$ cat config.mk
export PLATFORM = sky130hd
export DESIGN_NAME = pifo_reg_store_flat
export DESIGN_NICKNAME = d
export VERILOG_FILES = /design/src/rtl/pifo_reg_store_if.sv /design/src/rtl/pifo_reg_store.sv /design/src/flat_wrapper.sv
export SDC_FILE = /design/constraint.sdc
export NUM_CORES = 1
export LEC_CHECK = 0
export CORE_ASPECT_RATIO = 0.7
export CORE_MARGIN = 4
export CORE_UTILIZATION = 50
export CTS_CLUSTER_SIZE = 14
export DETAILED_ROUTE_END_ITERATION = 8
export DONT_BUFFER_PORTS = 1
export GPL_TIMING_DRIVEN = 0
export PLACE_DENSITY = 0.75
export SYNTH_ARGS = -nofsm -noshare
export SYNTH_HDL_FRONTEND = slang
export SYNTH_SLANG_ARGS = --single-unit
$ cat constraint.sdc
create_clock -name clk -period 2.1 [get_ports clk]
set_input_delay 0.63 -clock clk [delete_from_list [all_inputs] [get_ports clk]]
set_output_delay 0.63 -clock clk [all_outputs]
set_load 0.03 [all_outputs]
$ cat src/rtl/pifo_reg_store_if.sv
`default_nettype none
// ============================================================================
// Module   : pifo_reg_store_if
// Purpose  : Bundles the request, tree-loop and status signals of the PIFO
//            register-file storage stage.
// Revision : 1.0 - initial release
// ============================================================================
interface pifo_reg_store_if #(
  parameter int REG_WIDTH  = 4,
  parameter int IDX_WIDTH  = 2,
  parameter int DATA_WIDTH = 8
);

  logic                            insert;
  logic [DATA_WIDTH-1:0]           insert_data;
  logic                            remove;
  logic [DATA_WIDTH-1:0]           tree_max;
  logic [IDX_WIDTH-1:0]            tree_idx;
  logic                            tree_vld;
  logic [REG_WIDTH*DATA_WIDTH-1:0] data_out;
  logic [REG_WIDTH*IDX_WIDTH-1:0]  idx_out;
  logic [REG_WIDTH-1:0]            vld_out;
  logic                            deq_valid;
  logic [DATA_WIDTH-1:0]           deq_data;
  logic [IDX_WIDTH-1:0]            deq_idx;
  logic [IDX_WIDTH:0]              count;
  logic                            full;
  logic                            empty;
  logic                            err_ovf;
  logic                            err_udf;

  // Requester plus reduction-tree side of the loop.
  modport master (
    output insert, insert_data, remove, tree_max, tree_idx, tree_vld,
    input  data_out, idx_out, vld_out, deq_valid, deq_data, deq_idx,
    input  count, full, empty, err_ovf, err_udf
  );

  modport slave (
    input  insert, insert_data, remove, tree_max, tree_idx, tree_vld,
    output data_out, idx_out, vld_out, deq_valid, deq_data, deq_idx,
    output count, full, empty, err_ovf, err_udf
  );

endinterface
`default_nettype wire

$ cat src/rtl/pifo_reg_store.sv
`default_nettype none
// ============================================================================
// Module   : pifo_reg_store
// Purpose  : Register-file slot store of the register-based PIFO; exposes slot
//            ranks to an external max tree and dequeues the tree's winner.
// Revision : 1.0 - initial release
// ============================================================================
module pifo_reg_store #(
  parameter int REG_WIDTH  = 4,
  parameter int IDX_WIDTH  = 2,
  parameter int DATA_WIDTH = 8
) (
  input  logic             clk,
  input  logic             rst,
  pifo_reg_store_if.slave  bus
);

  localparam logic [IDX_WIDTH:0] c_count_one = (IDX_WIDTH+1)'(1);

  logic [REG_WIDTH-1:0]  r_vld;
  logic [DATA_WIDTH-1:0] r_data [REG_WIDTH];
  logic [IDX_WIDTH:0]    r_count;
  logic                  r_deq_valid;
  logic [DATA_WIDTH-1:0] r_deq_data;
  logic [IDX_WIDTH-1:0]  r_deq_idx;
  logic                  r_err_ovf;
  logic                  r_err_udf;

  logic [REG_WIDTH-1:0]  w_vld_nxt;
  logic [DATA_WIDTH-1:0] w_data_nxt [REG_WIDTH];
  logic [IDX_WIDTH:0]    w_count_nxt;
  logic [IDX_WIDTH-1:0]  w_free_idx;
  logic                  w_full;
  logic                  w_empty;
  logic                  w_rm_ok;
  logic                  w_ins_new;
  logic                  w_ins_rep;
  logic                  w_ins_acc;
  logic                  w_ins_drop;
  logic                  w_rm_bad;

  assign w_full  = &r_vld;
  assign w_empty = ~|r_vld;

  // A remove only counts when the tree points at a slot that is really occupied.
  assign w_rm_ok    = bus.remove & bus.tree_vld & r_vld[bus.tree_idx];
  assign w_ins_new  = bus.insert & ~w_full;
  assign w_ins_rep  = bus.insert & w_full & w_rm_ok;
  assign w_ins_acc  = w_ins_new | w_ins_rep;
  assign w_ins_drop = bus.insert & w_full & ~w_rm_ok;
  assign w_rm_bad   = bus.remove & ~w_rm_ok;

  // Lowest free slot, taken from the pre-remove occupancy.
  always_comb begin
    w_free_idx = '0;
    for (int i = REG_WIDTH - 1; i >= 0; i--) begin
      if (!r_vld[i]) begin
        w_free_idx = IDX_WIDTH'(i);
      end
    end
  end

  always_comb begin
    w_vld_nxt = r_vld;
    for (int i = 0; i < REG_WIDTH; i++) begin
      w_data_nxt[i] = r_data[i];
    end
    if (w_rm_ok) begin
      w_vld_nxt[bus.tree_idx] = 1'b0;
    end
    if (w_ins_new) begin
      w_vld_nxt[w_free_idx]  = 1'b1;
      w_data_nxt[w_free_idx] = bus.insert_data;
    end
    // When full, the slot being popped is refilled in the same edge.
    if (w_ins_rep) begin
      w_vld_nxt[bus.tree_idx]  = 1'b1;
      w_data_nxt[bus.tree_idx] = bus.insert_data;
    end
  end

  always_comb begin
    w_count_nxt = r_count;
    if (w_ins_acc && !w_rm_ok) begin
      w_count_nxt = r_count + c_count_one;
    end else if (!w_ins_acc && w_rm_ok) begin
      w_count_nxt = r_count - c_count_one;
    end
  end

  always_ff @(posedge clk or posedge rst) begin
    if (rst) begin
      r_vld   <= '0;
      r_count <= '0;
      for (int i = 0; i < REG_WIDTH; i++) begin
        r_data[i] <= '0;
      end
    end else begin
      r_vld   <= w_vld_nxt;
      r_count <= w_count_nxt;
      for (int i = 0; i < REG_WIDTH; i++) begin
        r_data[i] <= w_data_nxt[i];
      end
    end
  end

  // deq_data/deq_idx hold their last value when no dequeue happens.
  always_ff @(posedge clk or posedge rst) begin
    if (rst) begin
      r_deq_valid <= 1'b0;
      r_deq_data  <= '0;
      r_deq_idx   <= '0;
      r_err_ovf   <= 1'b0;
      r_err_udf   <= 1'b0;
    end else begin
      r_deq_valid <= w_rm_ok;
      r_err_ovf   <= w_ins_drop;
      r_err_udf   <= w_rm_bad;
      if (w_rm_ok) begin
        r_deq_data <= bus.tree_max;
        r_deq_idx  <= bus.tree_idx;
      end
    end
  end

  generate
    for (genvar i = 0; i < REG_WIDTH; i++) begin : g_slot
      assign bus.data_out[(i+1)*DATA_WIDTH-1 -: DATA_WIDTH] = r_data[i];
      assign bus.idx_out[i*IDX_WIDTH +: IDX_WIDTH]          = IDX_WIDTH'(i);
    end
  endgenerate

  assign bus.vld_out   = r_vld;
  assign bus.count     = r_count;
  assign bus.full      = w_full;
  assign bus.empty     = w_empty;
  assign bus.deq_valid = r_deq_valid;
  assign bus.deq_data  = r_deq_data;
  assign bus.deq_idx   = r_deq_idx;
  assign bus.err_ovf   = r_err_ovf;
  assign bus.err_udf   = r_err_udf;

endmodule
`default_nettype wire

$ cat src/flat_wrapper.sv
// flat-port wrapper written by rule: the top's interface ports become plain ports
module pifo_reg_store_flat 
#(
  parameter int REG_WIDTH  = 4,
  parameter int IDX_WIDTH  = 2,
  parameter int DATA_WIDTH = 8
)
  (clk, rst, bus_insert, bus_insert_data, bus_remove, bus_tree_max, bus_tree_idx, bus_tree_vld, bus_data_out, bus_idx_out, bus_vld_out, bus_deq_valid, bus_deq_data, bus_deq_idx, bus_count, bus_full, bus_empty, bus_err_ovf, bus_err_udf);
  pifo_reg_store_if #(.REG_WIDTH(REG_WIDTH), .IDX_WIDTH(IDX_WIDTH), .DATA_WIDTH(DATA_WIDTH)) bus_i ();
  input  logic clk;
  input  logic rst;
  input wire logic [$bits(bus_i.insert)-1:0] bus_insert;
  input wire logic [$bits(bus_i.insert_data)-1:0] bus_insert_data;
  input wire logic [$bits(bus_i.remove)-1:0] bus_remove;
  input wire logic [$bits(bus_i.tree_max)-1:0] bus_tree_max;
  input wire logic [$bits(bus_i.tree_idx)-1:0] bus_tree_idx;
  input wire logic [$bits(bus_i.tree_vld)-1:0] bus_tree_vld;
  output wire logic [$bits(bus_i.data_out)-1:0] bus_data_out;
  output wire logic [$bits(bus_i.idx_out)-1:0] bus_idx_out;
  output wire logic [$bits(bus_i.vld_out)-1:0] bus_vld_out;
  output wire logic [$bits(bus_i.deq_valid)-1:0] bus_deq_valid;
  output wire logic [$bits(bus_i.deq_data)-1:0] bus_deq_data;
  output wire logic [$bits(bus_i.deq_idx)-1:0] bus_deq_idx;
  output wire logic [$bits(bus_i.count)-1:0] bus_count;
  output wire logic [$bits(bus_i.full)-1:0] bus_full;
  output wire logic [$bits(bus_i.empty)-1:0] bus_empty;
  output wire logic [$bits(bus_i.err_ovf)-1:0] bus_err_ovf;
  output wire logic [$bits(bus_i.err_udf)-1:0] bus_err_udf;
  assign bus_i.insert = bus_insert;
  assign bus_i.insert_data = bus_insert_data;
  assign bus_i.remove = bus_remove;
  assign bus_i.tree_max = bus_tree_max;
  assign bus_i.tree_idx = bus_tree_idx;
  assign bus_i.tree_vld = bus_tree_vld;
  assign bus_data_out = bus_i.data_out;
  assign bus_idx_out = bus_i.idx_out;
  assign bus_vld_out = bus_i.vld_out;
  assign bus_deq_valid = bus_i.deq_valid;
  assign bus_deq_data = bus_i.deq_data;
  assign bus_deq_idx = bus_i.deq_idx;
  assign bus_count = bus_i.count;
  assign bus_full = bus_i.full;
  assign bus_empty = bus_i.empty;
  assign bus_err_ovf = bus_i.err_ovf;
  assign bus_err_udf = bus_i.err_udf;
  pifo_reg_store #(.REG_WIDTH(REG_WIDTH), .IDX_WIDTH(IDX_WIDTH), .DATA_WIDTH(DATA_WIDTH)) u_core (.clk(clk), .rst(rst), .bus(bus_i));
endmodule
==> metrics.txt <==
Layout Nets=202; Avg Inst Size Synth=14.1 µm²; post-route clock period utilization=1.05; Final Cell Area=2530 µm²; critical path capture point type=register; final setup TNS=-0.177 ns; Area contributors post-synth=dfrtp_1 (58%), mux2_2 (16%), mux2_4 (5.3%); Register-to-Register Path Depth=7; vias per cell=5.53; largest net degree at the start of global routing=35; WL per Instance=19.5 µm; Reg clk slew, reported paths=0.09 ns; CTS tree=built; Layout Skew=0.00921 ns; share of layout cells above drive strength 1=0.441; max-slew violations=0; Max H-tree Level=2; initial antenna violation count=0; DRC errors left=0; GRT overflow=0; Worst Max-Slew Pin Slew=0.607 ns; hpwl dp=3410 µm; Syn-to-layout area delta=11.7%; gpl congestion=0.774; slowest CP cell=dfrtp_2; core area=4350 µm²; Req. time, crit path=2.33 ns; Max Cap Violations=0; hold_buf cts=0; P_leak=1.14 nW; cell taking the most area after synthesis=dfrtp_1; initial DRC count=49; Setup CP Type=reg2reg; final WL=4570 µm; CTS Root Cell=clkbuf_8; GR Util All Layers=0.176; Slew headroom=0.595; cell count after synthesis=161; sequential fraction of the synthesis area=0.575; 1st-pass router iterations=4; CTS Buf Count=5; Port Buffers=0; Power Total=4.66 mW; worst skew pair latency=0.31 ns; flops & latches, synth=52; CTS sink count=52; top-area cell type share of the netlist area=0.575; Reg-to-Reg Start=u_core.bus.vld_out[1]$_DFF_PP0_; worst IR drop on VDD=0.860 mV; final setup fails=2; global-route wire length before repair=7540 µm; ANT nets after route=0; fmax=454 MHz; worst hold-check path type=in2async; CP Cell Sequence=mux2_4 > o2bb2ai_4 > or2_4 > fa_1 > nand2_1 > o21a_1 > a22oi_2; failing checks=negative setup slack; startpoint types=register; via count=1293; r2r endpoint=u_core.bus.count[1]$_DFFE_PP0P_; post-layout min period=2.20 ns; Pwr Density=1840 nW/µm²; die outline area=5680 µm²; arrival time worst endpoint=2.43 ns; CP Max Fanout=7; Initial Util=0.520; post-synth cell types=33; n_diodes=0; multi-input logic area=897 µm²; die width=88.4 µm; CP peak stage delay=0.53 ns; FP Rows=20; status=finished, violations left; reg-to-reg slack, setup=-0.10 ns; final hold vios=0; Synthesis Warnings=0; num ports=85; Post-Syn Area=2260 µm²; placed cell areas=2390 µm²; Final WS setup=-0.103 ns; register area=1310 µm²; vias in the first global route=1443; RSZ-0062 raised after global routing=true; Die Y=64.3 µm; Fillers=356; Clock Path Buffers=2
[stage by stage]
stage / hold WS [ns] / cells / setup slack [ns] / utilization
after floorplan: 0.645 / 167 / -0.478 / -
after global placement: 0.665 / 222 / -0.554 / 0.545
after detailed placement: 0.546 / 223 / -0.656 / 0.550
after CTS: 0.206 / 234 / -0.0904 / 0.580
after global routing: 0.208 / 234 / -0.199 / 0.580
final: 0.197 / 234 / -0.103 / 0.580
[synth_stat cells]
| cell type | number |
|---|---|
| a21o_1 | 1 |
| a22oi_1 | 1 |
| and3_1 | 1 |
| and3_4 | 1 |
| and3b_1 | 1 |
| buf_2 | 3 |
| buf_4 | 9 |
| buf_6 | 1 |
| conb_1 | 2 |
| dfrtp_1 | 52 |
| fa_1 | 1 |
| inv_1 | 6 |
| mux2_1 | 1 |
| mux2_2 | 33 |
| mux2_4 | 8 |
| mux2i_1 | 4 |
| nand2_1 | 11 |
| nand3_1 | 1 |
| nand3_4 | 1 |
| nand3b_1 | 2 |
| nand4_1 | 1 |
| nor2_1 | 3 |
| nor2b_1 | 1 |
| nor3b_1 | 1 |
| nor4_1 | 1 |
| o21a_1 | 1 |
| o21ai_0 | 6 |
| o21ai_2 | 2 |
| o2bb2ai_4 | 1 |
| o32a_1 | 1 |
| or2_2 | 1 |
| xnor2_1 | 1 |
| xor2_1 | 1 |
[report_power, final]
| part | switching [mW] | internal, mW |
|---|---|---|
| logic | 0.503 | 0.688 |
| registers | 1.41 | 1.48 |
| clock network | 0.340 | 0.237 |
| total | 2.26 | 2.40 |
[cells in the final DEF (no fill, tap or decap), types with 2 or more instances in the layout]
cell type	instances
o21ai_2	2
nor2_1	3
buf_4	11
clkbuf_8	5
mux2_2	32
inv_1	5
nand2_1	11
nand3b_1	2
mux2i_1	3
buf_2	2
dfrtp_2	4
dfrtp_1	48
conb_1	8
o21ai_0	6
mux2_4	9
[registers in the layout, summed over array words and instances (netlist names)]
signal                count
u_core.bus.deq_idx        2
u_core.bus.err_udf        1
u_core.bus.data_out      32
u_core.bus.count          3
u_core.bus.err_ovf        1
u_core.bus.deq_valid      1
u_core.bus.vld_out        4
u_core.bus.deq_data       8
[worst max-delay path by stage]
stage | from | endpoint | slack [ns]
5_1_grt | u_core.bus.vld_out[0]$_DFF_PP0_ | u_core.bus.count[1]$_DFFE_PP0P_ | -0.20
2_1_floorplan | bus_tree_idx[0] | u_core.bus.count[1]$_DFFE_PP0P_ | -0.48
3_3_place_gp | bus_tree_idx[0] | u_core.bus.count[1]$_DFFE_PP0P_ | -0.55
6_report | u_core.bus.vld_out[1]$_DFF_PP0_ | u_core.bus.count[1]$_DFFE_PP0P_ | -0.10
3_5_place_dp | bus_tree_idx[0] | u_core.bus.count[1]$_DFFE_PP0P_ | -0.66
4_1_cts | u_core.bus.vld_out[1]$_DFF_PP0_ | u_core.bus.count[1]$_DFFE_PP0P_ | -0.09
[per-layer routing]
layer	vias up	wire length (µm)	track usage
met3	8	403	0.0657
met2	52	2290	0.284
met4	0	77	0.0623
met5	-	0	0
met1	664	1790	0.217
li1	569	-	-
[cells by family (layout without fill, tap and decap cells)]
logic type / after synthesis / count (layout) / synth area share
AOI/OAI and AO/OA: 13 / 13 / 0.0476
xor gates and xnor gates: 2 / 2 / 0.00774
adders and majority gates: 1 / 1 / 0.00885
buffers and inverters: 19 / 31 / 0.0514
DFF: 52 / 52 / 0.575
muxes: 46 / 46 / 0.240
other: 2 / 8 / 0.00332
and+or+nand+nor: 26 / 26 / 0.0658
[area by class of cell]
| cell class | count | share of cell area |
|---|---|---|
| multi-input cells | 96 | 0.355 |
| clock inverters | 3 | 0.00842 |
| flip-flops and latches | 52 | 0.517 |
| inverters | 6 | 0.00891 |
| well taps | 55 | 0.0272 |
| plain buffers | 12 | 0.0381 |
| repair buffers | 5 | 0.0183 |
| clock buffers | 5 | 0.0272 |
[critical path: cells and delay by family (launching register included)]
kind	cells	cell delay [ns]
adders and majority gates	1	0.51
and+or+nand+nor	2	0.30
DFF	1	0.53
AOI/OAI and AO/OA	3	0.47
muxes	1	0.32
[repair_timing]
action	4_1_cts	5_1_grt
endpoints found under the setup margin	5	3
hold endpoints to repair	0	0
gates resized for setup	8	0
buffers inserted	4	0
pin swaps	1	0
Power figures use the tool's default switching activity.
